[src/rtl/regfile_pkg.sv]
// ============================================================================
// Module  : regfile_pkg
// Purpose : Shared register-file constants, write-entry type and lane popcount.
// Revision: 1.0 - initial release
// ============================================================================
`default_nettype none

package regfile_pkg;

  localparam int PHYS_REGS = 64;
  localparam int TAG_W     = 6;
  localparam int DATA_W    = 32;
  localparam int N_LANES   = 4;

  typedef struct packed {
    logic [TAG_W-1:0]  tag;
    logic [DATA_W-1:0] data;
  } reg_write_t;

  function automatic logic [2:0] popcount4(input logic [3:0] v);
    return 3'(v[0]) + 3'(v[1]) + 3'(v[2]) + 3'(v[3]);
  endfunction

endpackage

`default_nettype wire

[src/rtl/lane_compactor.sv]
// ============================================================================
// Module  : lane_compactor
// Purpose : Packs valid execution lanes into consecutive slots, oldest first.
//           Build option REG_WRITE_P0_FILTER_EN drops lanes targeting tag 0.
// Revision: 1.0 - initial release
// ============================================================================
`default_nettype none

module lane_compactor
  import regfile_pkg::*;
(
  input  logic [N_LANES-1:0]           i_vec,
  input  logic [N_LANES*TAG_W-1:0]     i_tag,
  input  logic [N_LANES*DATA_W-1:0]    i_data,
  output reg_write_t [N_LANES-1:0]     o_ent,
  output logic [2:0]                   o_cnt
);

  logic [N_LANES-1:0] w_keep;
  logic [1:0]         w_slot;

  always_comb begin
    w_keep = i_vec;
`ifdef REG_WRITE_P0_FILTER_EN
    // p0 is not hard-wired to zero in the file, so writes to it must never land
    for (int k = 0; k < N_LANES; k++) begin
      if (i_tag[k*TAG_W +: TAG_W] == '0) w_keep[k] = 1'b0;
    end
`endif
  end

  always_comb begin
    o_ent  = '0;
    w_slot = '0;
    for (int k = 0; k < N_LANES; k++) begin
      if (w_keep[k]) begin
        o_ent[w_slot].tag  = i_tag[k*TAG_W +: TAG_W];
        o_ent[w_slot].data = i_data[k*DATA_W +: DATA_W];
        w_slot             = w_slot + 2'd1;
      end
    end
  end

  assign o_cnt = popcount4(w_keep);

endmodule

`default_nettype wire

[src/rtl/reg_write_queue.sv]
// ============================================================================
// Module  : reg_write_queue
// Purpose : FIFO of completed results draining up to N_WRITE register-file
//           writes per cycle. Build option REG_WRITE_P0_FILTER_EN drops tag 0.
// Revision: 1.0 - initial release
// ============================================================================
`default_nettype none

module reg_write_queue #(
  parameter int DEPTH   = 16,
  parameter int N_WRITE = 4,
  parameter int TAG_W   = 6
) (
  input  logic                     clk,
  input  logic                     reset,
  input  logic                     en,
  input  logic [3:0]               pushVec,
  input  logic [4*TAG_W-1:0]       pushTag,
  input  logic [127:0]             pushData,
  output logic                     inReady,
  input  logic                     drainEn,
  output logic                     commitAllow,
  output logic [0:3]               commitVec,
  output logic [TAG_W-1:0]         writeSelect0,
  output logic [TAG_W-1:0]         writeSelect1,
  output logic [TAG_W-1:0]         writeSelect2,
  output logic [TAG_W-1:0]         writeSelect3,
  output logic [31:0]              writeData0,
  output logic [31:0]              writeData1,
  output logic [31:0]              writeData2,
  output logic [31:0]              writeData3,
  output logic [$clog2(DEPTH):0]   count,
  output logic                     overflowErr
);

  import regfile_pkg::*;

  localparam int PW = $clog2(DEPTH);
  localparam int CW = PW + 1;

  logic [PW-1:0]       r_head;
  logic [PW-1:0]       r_tail;
  logic [CW-1:0]       r_count;
  logic                r_ovf;
  logic [TAG_W-1:0]    r_tag  [DEPTH];
  logic [31:0]         r_data [DEPTH];

  logic                r_allow;
  logic [0:3]          r_vec;
  logic [TAG_W-1:0]    r_sel [4];
  logic [31:0]         r_dat [4];

  reg_write_t [3:0]    w_ent;
  logic [2:0]          w_n_in;
  logic                w_push_ok;
  logic [2:0]          w_n_push;
  logic [2:0]          w_n_pop;

  lane_compactor u_compact (
    .i_vec  (pushVec),
    .i_tag  (pushTag),
    .i_data (pushData),
    .o_ent  (w_ent),
    .o_cnt  (w_n_in)
  );

  assign inReady   = (r_count <= CW'(DEPTH - 4));
  assign w_push_ok = en && inReady;
  assign w_n_push  = w_push_ok ? w_n_in : 3'd0;

  // Pop decisions use only the pre-edge occupancy, so same-cycle pushes are invisible
  always_comb begin
    w_n_pop = 3'd0;
    if (en && drainEn) begin
      if (r_count >= CW'(N_WRITE)) w_n_pop = 3'(N_WRITE);
      else                         w_n_pop = r_count[2:0];
    end
  end

  always_ff @(posedge clk) begin
    for (int k = 0; k < 4; k++) begin
      if (3'(k) < w_n_push) begin
        r_tag[r_tail + PW'(k)]  <= w_ent[k].tag;
        r_data[r_tail + PW'(k)] <= w_ent[k].data;
      end
    end
  end

  always_ff @(posedge clk or negedge reset) begin
    if (!reset) begin
      r_head  <= '0;
      r_tail  <= '0;
      r_count <= '0;
      r_ovf   <= 1'b0;
    end else begin
      r_head  <= r_head + PW'(w_n_pop);
      r_tail  <= r_tail + PW'(w_n_push);
      r_count <= r_count + CW'(w_n_push) - CW'(w_n_pop);
      if (en && !inReady && (pushVec != 4'd0)) r_ovf <= 1'b1;
    end
  end

  // Idle cycles clear the valid bits but leave select/data untouched
  always_ff @(posedge clk or negedge reset) begin
    if (!reset) begin
      r_allow <= 1'b0;
      r_vec   <= '0;
      for (int i = 0; i < 4; i++) begin
        r_sel[i] <= '0;
        r_dat[i] <= '0;
      end
    end else if (en) begin
      r_allow <= (w_n_pop != 3'd0);
      if (w_n_pop == 3'd0) begin
        r_vec <= '0;
      end else begin
        for (int i = 0; i < 4; i++) begin
          if (3'(i) < w_n_pop) begin
            r_vec[i] <= 1'b1;
            r_sel[i] <= r_tag[r_head + PW'(i)];
            r_dat[i] <= r_data[r_head + PW'(i)];
          end else begin
            r_vec[i] <= 1'b0;
            r_sel[i] <= '0;
            r_dat[i] <= '0;
          end
        end
      end
    end
  end

  assign commitAllow  = r_allow;
  assign commitVec    = r_vec;
  assign writeSelect0 = r_sel[0];
  assign writeSelect1 = r_sel[1];
  assign writeSelect2 = r_sel[2];
  assign writeSelect3 = r_sel[3];
  assign writeData0   = r_dat[0];
  assign writeData1   = r_dat[1];
  assign writeData2   = r_dat[2];
  assign writeData3   = r_dat[3];
  assign count        = r_count;
  assign overflowErr  = r_ovf;

endmodule

`default_nettype wire

[config.mk]
export PLATFORM = sky130hd
export DESIGN_NAME = reg_write_queue
export DESIGN_NICKNAME = d
export VERILOG_FILES = /design/src/rtl/regfile_pkg.sv /design/src/rtl/lane_compactor.sv /design/src/rtl/reg_write_queue.sv
export SDC_FILE = /design/constraint.sdc
export NUM_CORES = 2
export LEC_CHECK = 0
export ABC_CLOCK_PERIOD_IN_PS = 6200
export CORE_MARGIN = 4
export CORE_UTILIZATION = 40
export CTS_CLUSTER_SIZE = 8
export DETAILED_ROUTE_END_ITERATION = 7
export PLACE_DENSITY = 0.56
export SLEW_MARGIN = 25
export SYNTH_ARGS = -nofsm -noshare
export SYNTH_HDL_FRONTEND = slang
export SYNTH_SLANG_ARGS = --single-unit
export TNS_END_PERCENT = 10
[constraint.sdc]
create_clock -name clk -period 6.2 [get_ports clk]
set_input_delay 0.62 -clock clk [delete_from_list [all_inputs] [get_ports clk]]
set_output_delay 0.62 -clock clk [all_outputs]
set_load 0.01 [all_outputs]
=== Yosys cells after proc, flatten, opt, wreduce, memory -nomap -nowiden ===
Memory sizes are Yosys's and may differ from the RTL's. A register that Yosys moved wholly into a read port is not among the register bits.
Index checks and enable logic that the tools add are counted.

* Register bits after elaboration: 133
* Memory bits (writable): 608
* Memories: 2
* Logic and storage cells: 107
* ROM bits: 0
* Output and inout port bits: 164
* Latch bits: 0

* Divide/modulo/power cells: 0
* Multiplexer cells: 47
* Eq/ne operators: 0
* $add $sub $neg: 15
* $lt $le $gt $ge: 16
* Reduce and logical (&&, ||, !) cells: 14
* Bitwise logic cells: 1
* Multipliers: 0
* Shift operators: 0

{| class="wikitable"
|+ Memories
! memory !! depth !! width !! read ports !! clocked after Yosys merged registers in !! write ports !! line !! RTL
|-
| r_data || 16 || 32 || 4 || 1 || 4 || reg_write_queue.sv:46 || <nowiki>logic [31:0] r_data [DEPTH];</nowiki>
|-
| r_tag || 16 || 6 || 4 || 1 || 4 || reg_write_queue.sv:45 || <nowiki>logic [TAG_W-1:0] r_tag [DEPTH];</nowiki>
|}

{| class="wikitable"
|+ Operator list
! cell !! number
|-
| bitwise mux 152 bit || 6
|-
| demux 38 bit (select 2 bit) || 6
|-
| 2-to-1 mux 152 bit || 3
|-
| 2-to-1 mux 32 bit || 6
|-
| 2-to-1 mux 38 bit || 4
|-
| 2-to-1 mux 6 bit || 3
|-
| adder 4 x 2 -> 4 bit (second input constant) || 4
|-
| 2-to-1 mux 1 bit || 13
|-
| < comparator 1 x 3 -> 1 bit (first input constant) || 4
|-
| < comparator 2 x 3 -> 1 bit (first input constant) || 4
|-
| 2-to-1 mux 3 bit || 3
|-
| adder 4 x 1 -> 4 bit (second input constant) || 2
|-
| adder 4 x 3 -> 4 bit || 2
|-
| logical AND 1 bit || 7
|-
| adder 3 x 1 -> 3 bit || 2
|-
| < comparator 2 x 3 -> 1 bit (second input constant) || 2
|-
| adder 5 x 3 -> 5 bit || 1
|-
| greater-or-equal comparator 5 x 3 -> 1 bit (second input constant) || 1
|-
| less-or-equal comparator 5 x 4 -> 1 bit (second input constant) || 1
|-
| subtractor 5 x 3 -> 5 bit || 1
|-
| greater-or-equal comparator 2 x 1 -> 1 bit (second input constant) || 2
|-
| 2-to-1 mux 2 bit || 2
|-
| 2-to-1 mux 4 bit || 1
|-
| nonzero test 4 bit || 1
|-
| other kinds (10) || 12
|}

=== Depth between registers and ports, before layout ===
* Depth after elaboration: 14
* Gate-level depth with buffers: 20
* Gate-level depth less buffers: 14

=== Cells and area by module ===
A second synthesis with hierarchy kept.

* Cell total of the unflattened synthesis: 5767
* Area total of the unflattened synthesis: 63941.3 um^2

{| class="wikitable"
|+ Modules (own cells, without submodules)
! module !! area each (um^2) !! cells an instance !! instances !! sequential area each (um^2)
|-
| reg_write_queue || 60128.9 || 5251 || 1 || 22536.6
|-
| lane_compactor || 3812.4 || 516 || 1 || 0.0
|}

=== Worst setup path before layout ===
Ideal clock, no wire load.

* Path kind: input to register
* Start: input port pushVec[1]
* End: memory r_data[0][0] (enable)
* Required time: 5.634 ns
* Stages: 16
* Arrival time: 8.197 ns
* Slack: -2.563 ns
* Library setup time: 0.566 ns
* Path buffers: 6
* Cells stage by stage: clkbuf_1 > clkbuf_1 > inv_1 > ha_1 > buf_2 > clkbuf_1 > clkbuf_1 > inv_1 > fa_1 > inv_1 > ha_1 > clkbuf_1 > nor2_1 > a21oi_1 > nand2_1 > o311ai_0

{| class="wikitable"
|+ RTL lines
! what !! line !! RTL
|-
| from (decl) || reg_write_queue.sv:17 || <nowiki>input logic [3:0] pushVec,</nowiki>
|-
| to (decl) || reg_write_queue.sv:46 ||
|}

=== Worst setup path after layout ===
* Start: register r_count[4], in the netlist count[4]
* End: register r_count[3], in the netlist count[3]

* Longest elaborated chain between the ends: 5

{| class="wikitable"
|+ Ends and longest elaborated chain
! what !! line !! RTL
|-
| from (decl) || reg_write_queue.sv:43 || <nowiki>logic [CW-1:0] r_count;</nowiki>
|-
| from (signal assigned) || reg_write_queue.sv:98 || <nowiki>r_count <= r_count + CW'(w_n_push) - CW'(w_n_pop);</nowiki>
|-
| less-or-equal comparator 5 x 4 -> 1 bit || reg_write_queue.sv:67 || <nowiki>assign inReady = (r_count <= CW'(DEPTH - 4));</nowiki>
|-
| logical AND 1 bit || reg_write_queue.sv:68 || <nowiki>assign w_push_ok = en && inReady;</nowiki>
|-
| 2-to-1 mux 3 bit || reg_write_queue.sv:69 || <nowiki>assign w_n_push = w_push_ok ? w_n_in : 3'd0;</nowiki>
|-
| adder 5 x 3 -> 5 bit || reg_write_queue.sv:98 ||
|-
| subtractor 5 x 3 -> 5 bit * || reg_write_queue.sv:98 ||
|}

Every way passes the cells marked *; elsewhere a longest branch is shown, timed or not.
A chain may end at the register's enable or synchronous reset.

==> metrics <==
first-pass detailed-route iteration total=8; antenna violations before repair=13; Routed wire per std cell=41.86 microns; crit path DAT=about 5.8 ns; leakage power figure=approximately 0.027 uW; effective utilization at floorplan=around two fifths; Slew Viols, Final=0; source of the critical timing path=count[4]; Post-Route Setup TNS=0 ns; number of top-level pins=~320; cell internal power dissipation=between 15,000 and 20,000 uW; wire length on met2=127.4 mm; number of CTS-inserted buffers=roughly 110; synthesis-to-layout area growth=13.14%; placed instance area=between 0.06 and 0.07 sq mm; total detailed-routing wirelength=307.2 mm; routed wl met3=around 49 mm; FF+latch area=approximately 0.023 sq mm; Peak Freq=197.9 MHz; worst reg2reg startpoint=count[4]; area share of the largest cell type after synthesis=roughly 29%; Worst Path Required=between 6 and 7 ns; most instantiated library cell after synthesis=sky130_fd_sc_hd__mux4_2; most common cell type on the critical path=sky130_fd_sc_hd__inv_1; Tightest Pin Transition=1.161 ns; final period utilization=81.49%; net load switching power=14,030 uW; cell chosen for the clock root=sky130_fd_sc_hd__clkbuf_16; Area contributors post-synth=sky130_fd_sc_hd__edfxtp_1, sky130_fd_sc_hd__mux4_2, sky130_fd_sc_hd__mux2i_1; VDD IR-drop max=roughly 0.00075 V; largest net degree at the start of global routing=141; floorplan die height=around 410 microns; number of nets at the end of the flow=roughly 5,300; Gate power share=approximately 58%; post-CTS setup buffer count=0; sequential-to-total area share from yosys stat=between 30% and 40%; area of the multi-input gates=0.03830 sq mm; first-pass GRT wire length=roughly 430 mm; failing checks=DRC; library cell contributing the largest single delay on the critical path=sky130_fd_sc_hd__dfrtp_1; status=finished with violations; worst max-slew margin expressed relative to the limit=between 20% and 30%; total congestion overflow after global routing=0; library cell with the largest summed area after synthesis=sky130_fd_sc_hd__edfxtp_1; Post-Synthesis Cells=5,245; highest metal used=met5; Post-Syn Nets=around 5,400; switching part of the total=a little over two fifths; clock transition at the registers of the reported paths=0.05 ns; max capacitance violation total=0; Max H-tree Level=3; latest clock arrival within the worst-skew pair=about 0.78 ns; startpoint type of the worst setup path=register; kind of end point of the critical path=register; area enclosed by the die boundary=roughly 0.17 sq mm; antenna-violating nets left=0; vias post-DR=56,880; Post-synth EDFFs=a little over 600; final critical path time including I/O delays and setup=just over 5 ns; post-route standard cell area excluding fillers=a little over 0.07 sq mm; placer congestion estimate=around 0.96; number of warning messages in the yosys log=0; Cell Pwr Density=between 400 and 500 mW/mm^2; Critical Setup Path Class=register to register; Final HPWL DP=about 190 mm; Core Box Area=~0.16 sq mm; worst hold path class=primary input to async pin; all-layer global routing usage=between 30% and 40%; final number of hold-violating endpoints=0; maximum fanout along the worst path=12; horizontal die dimension=~400 microns; count of unique library cells instantiated by Yosys=between 60 and 70; FILL cells=between 10,000 and 15,000; dominant register cell in the synthesized netlist=sky130_fd_sc_hd__edfxtp_1; Slowest Stage Delay on Critical Path=approximately 0.79 ns; ratio of cells with drive above 1 in the final layout=between 20 and 25%; mean post-synth cell area=between 10 and 15 sq um; # rows=around 150; DRC errors left=5; Yosys reg bits=779; Detailed Route Iter0 Violations=between 9,000 and 10,000; maximum clock skew at final layout=about 0.047 ns; number of I/O port buffers=323; count of clock tree sinks=779; Sequential Power Share=a little under a quarter; via count of the first global-routing pass=53,930; CTS Buffer Depth=3; Commonest cells post-synth=sky130_fd_sc_hd__mux4_2, sky130_fd_sc_hd__edfxtp_1, sky130_fd_sc_hd__mux2i_1, sky130_fd_sc_hd__a22oi_1, sky130_fd_sc_hd__o21ai_0; proportion of register bits with asynchronous set or reset after synthesis=between 20% and 30%; length of routed wiring on met1=about 110 mm; unrepaired setup endpoints after global routing=no; Critical Path, Cell by Cell=inv_1 -> ha_1 -> nand2_1 -> o21ai_1 -> inv_1 -> nand3_1 -> fa_1 -> inv_1 -> ha_1 -> a21o_1 -> a21oi_1 -> xnor2_1; number of vias per cell after detailed routing=approximately 7.8; clock tree from TritonCTS=built; power share of the clock group=a little under a fifth; cell area after synthesis=roughly 0.064 sq mm; Final setup violation count=0
==> cells by family after synthesis <==
family | Yosys count | synth area share [%]
mux | 1482 | 37.63
compound gates | 1454 | 15.59
xor+xnor | 20 | 0.2740
buf+inv | 838 | 5.642
flops | 779 | 35.25
simple gates | 645 | 5.016
fa+ha+maj | 27 | 0.5989
==> area by class of cell <==
class	instances	share of cell area, %
clock inverter	9	0.1885
sequential	779	31.17
tap	2072	3.584
multi-input combinational	3628	52.95
timing repair buffer	533	7.097
inverter	109	0.5656
antenna	9	0.03113
clock buffer	200	4.414
==> state kept, by name, summed over array words and instances (netlist names) <==
| register | count |
|---|---|
| commitAllow | 1 |
| commitVec | 4 |
| count | 5 |
| overflowErr | 1 |
| r_data | 512 |
| r_head | 4 |
| r_tag | 96 |
| r_tail | 4 |
| writeData0 | 32 |
| writeData1 | 32 |
| writeData2 | 32 |
| writeData3 | 32 |
| writeSelect0 | 6 |
| writeSelect1 | 6 |
| writeSelect2 | 6 |
| writeSelect3 | 6 |
==> worst paths after layout <==
| path | to | slack [ns] | cells past startpoint |
|---|---|---|---|
| worst max-delay path | count[3] | 1.15 | 12 |
| worst min-delay path | writeData3[23] | 0.39 | 2 |
| worst max register to register | count[3] | 1.15 | 12 |
| worst min register to register | writeData2[5] | 0.47 | 2 |
| max in group asynchronous | writeData1[5] | 4.60 | 3 |
| min in group clk | writeData2[5] | 0.47 | 2 |
==> cells in the final DEF, fill, tap and decap left out, drive strengths merged, types with 5 or more instances in the layout <==
cell	instances
mux4	722
mux2i	608
edfxtp	608
a22oi	569
o21ai	544
nand2	326
clkdlybuf4s50	319
buf	213
clkbuf	200
dfrtp	171
mux2	152
o221ai	114
inv	111
nand3	94
nand3b	86
a22o	76
and3	44
o31ai	39
a2bb2oi	38
a32o	38
nor3	21
ha	21
xnor2	16
nor2	14
or2	12
diode	9
nand4	9
a21oi	9
or4	8
nor4	6
fa	6
clkinv	6
a21o	5
==> stage by stage <==
step           hold WS (ns)  util (%)  power, uW  worst slack [ns]  std cells
2_1_floorplan        0.3244         -      20390           -0.9651       5245
3_3_place_gp         0.4666     43.44      26750             1.276       7115
3_5_place_dp         0.4702     43.46      26930             1.285       7117
4_1_cts              0.3703     45.56      33050             1.682       7327
5_1_grt              0.4106     45.61      34630             1.274       7330
6_report             0.3917     45.62      33500             1.148       7339
==> layer usage <==
layer	vias up	global-route usage, %
li1	21350	-
met1	28640	47.12
met2	5739	50.28
met3	1150	13.54
met4	6	19.28
met5	-	0
==> critical path, delay by kind of cell, from the launching register on <==
| kind | cells | cell delay, ns |
|---|---|---|
| buffers and inverters | 3 | 1.22 |
| adders and majority gates | 3 | 1.39 |
| AOI/OAI and AO/OA | 3 | 0.61 |
| DFF | 1 | 0.79 |
| xor gates and xnor gates | 1 | 0.14 |
| and+or+nand+nor | 2 | 0.81 |
==> what timing repair did <==
action | CTS | global route
hold endpoints to repair | 37 | 0
hold buffers | 1 | 0
gates resized for setup | 0 | 0
endpoints found under the setup margin | 0 | 0
==> power groups by stage <==
stage          Clock (uW)  Sequential, uW  Combinational, uW
6_report             6130            8050              19300
5_1_grt              6390            8120              20100
3_3_place_gp            0            8040              18700
3_5_place_dp            0            8070              18900
2_1_floorplan           0            7700              12700
4_1_cts              6150            7990              18900
Power figures use the tool's default switching activity.
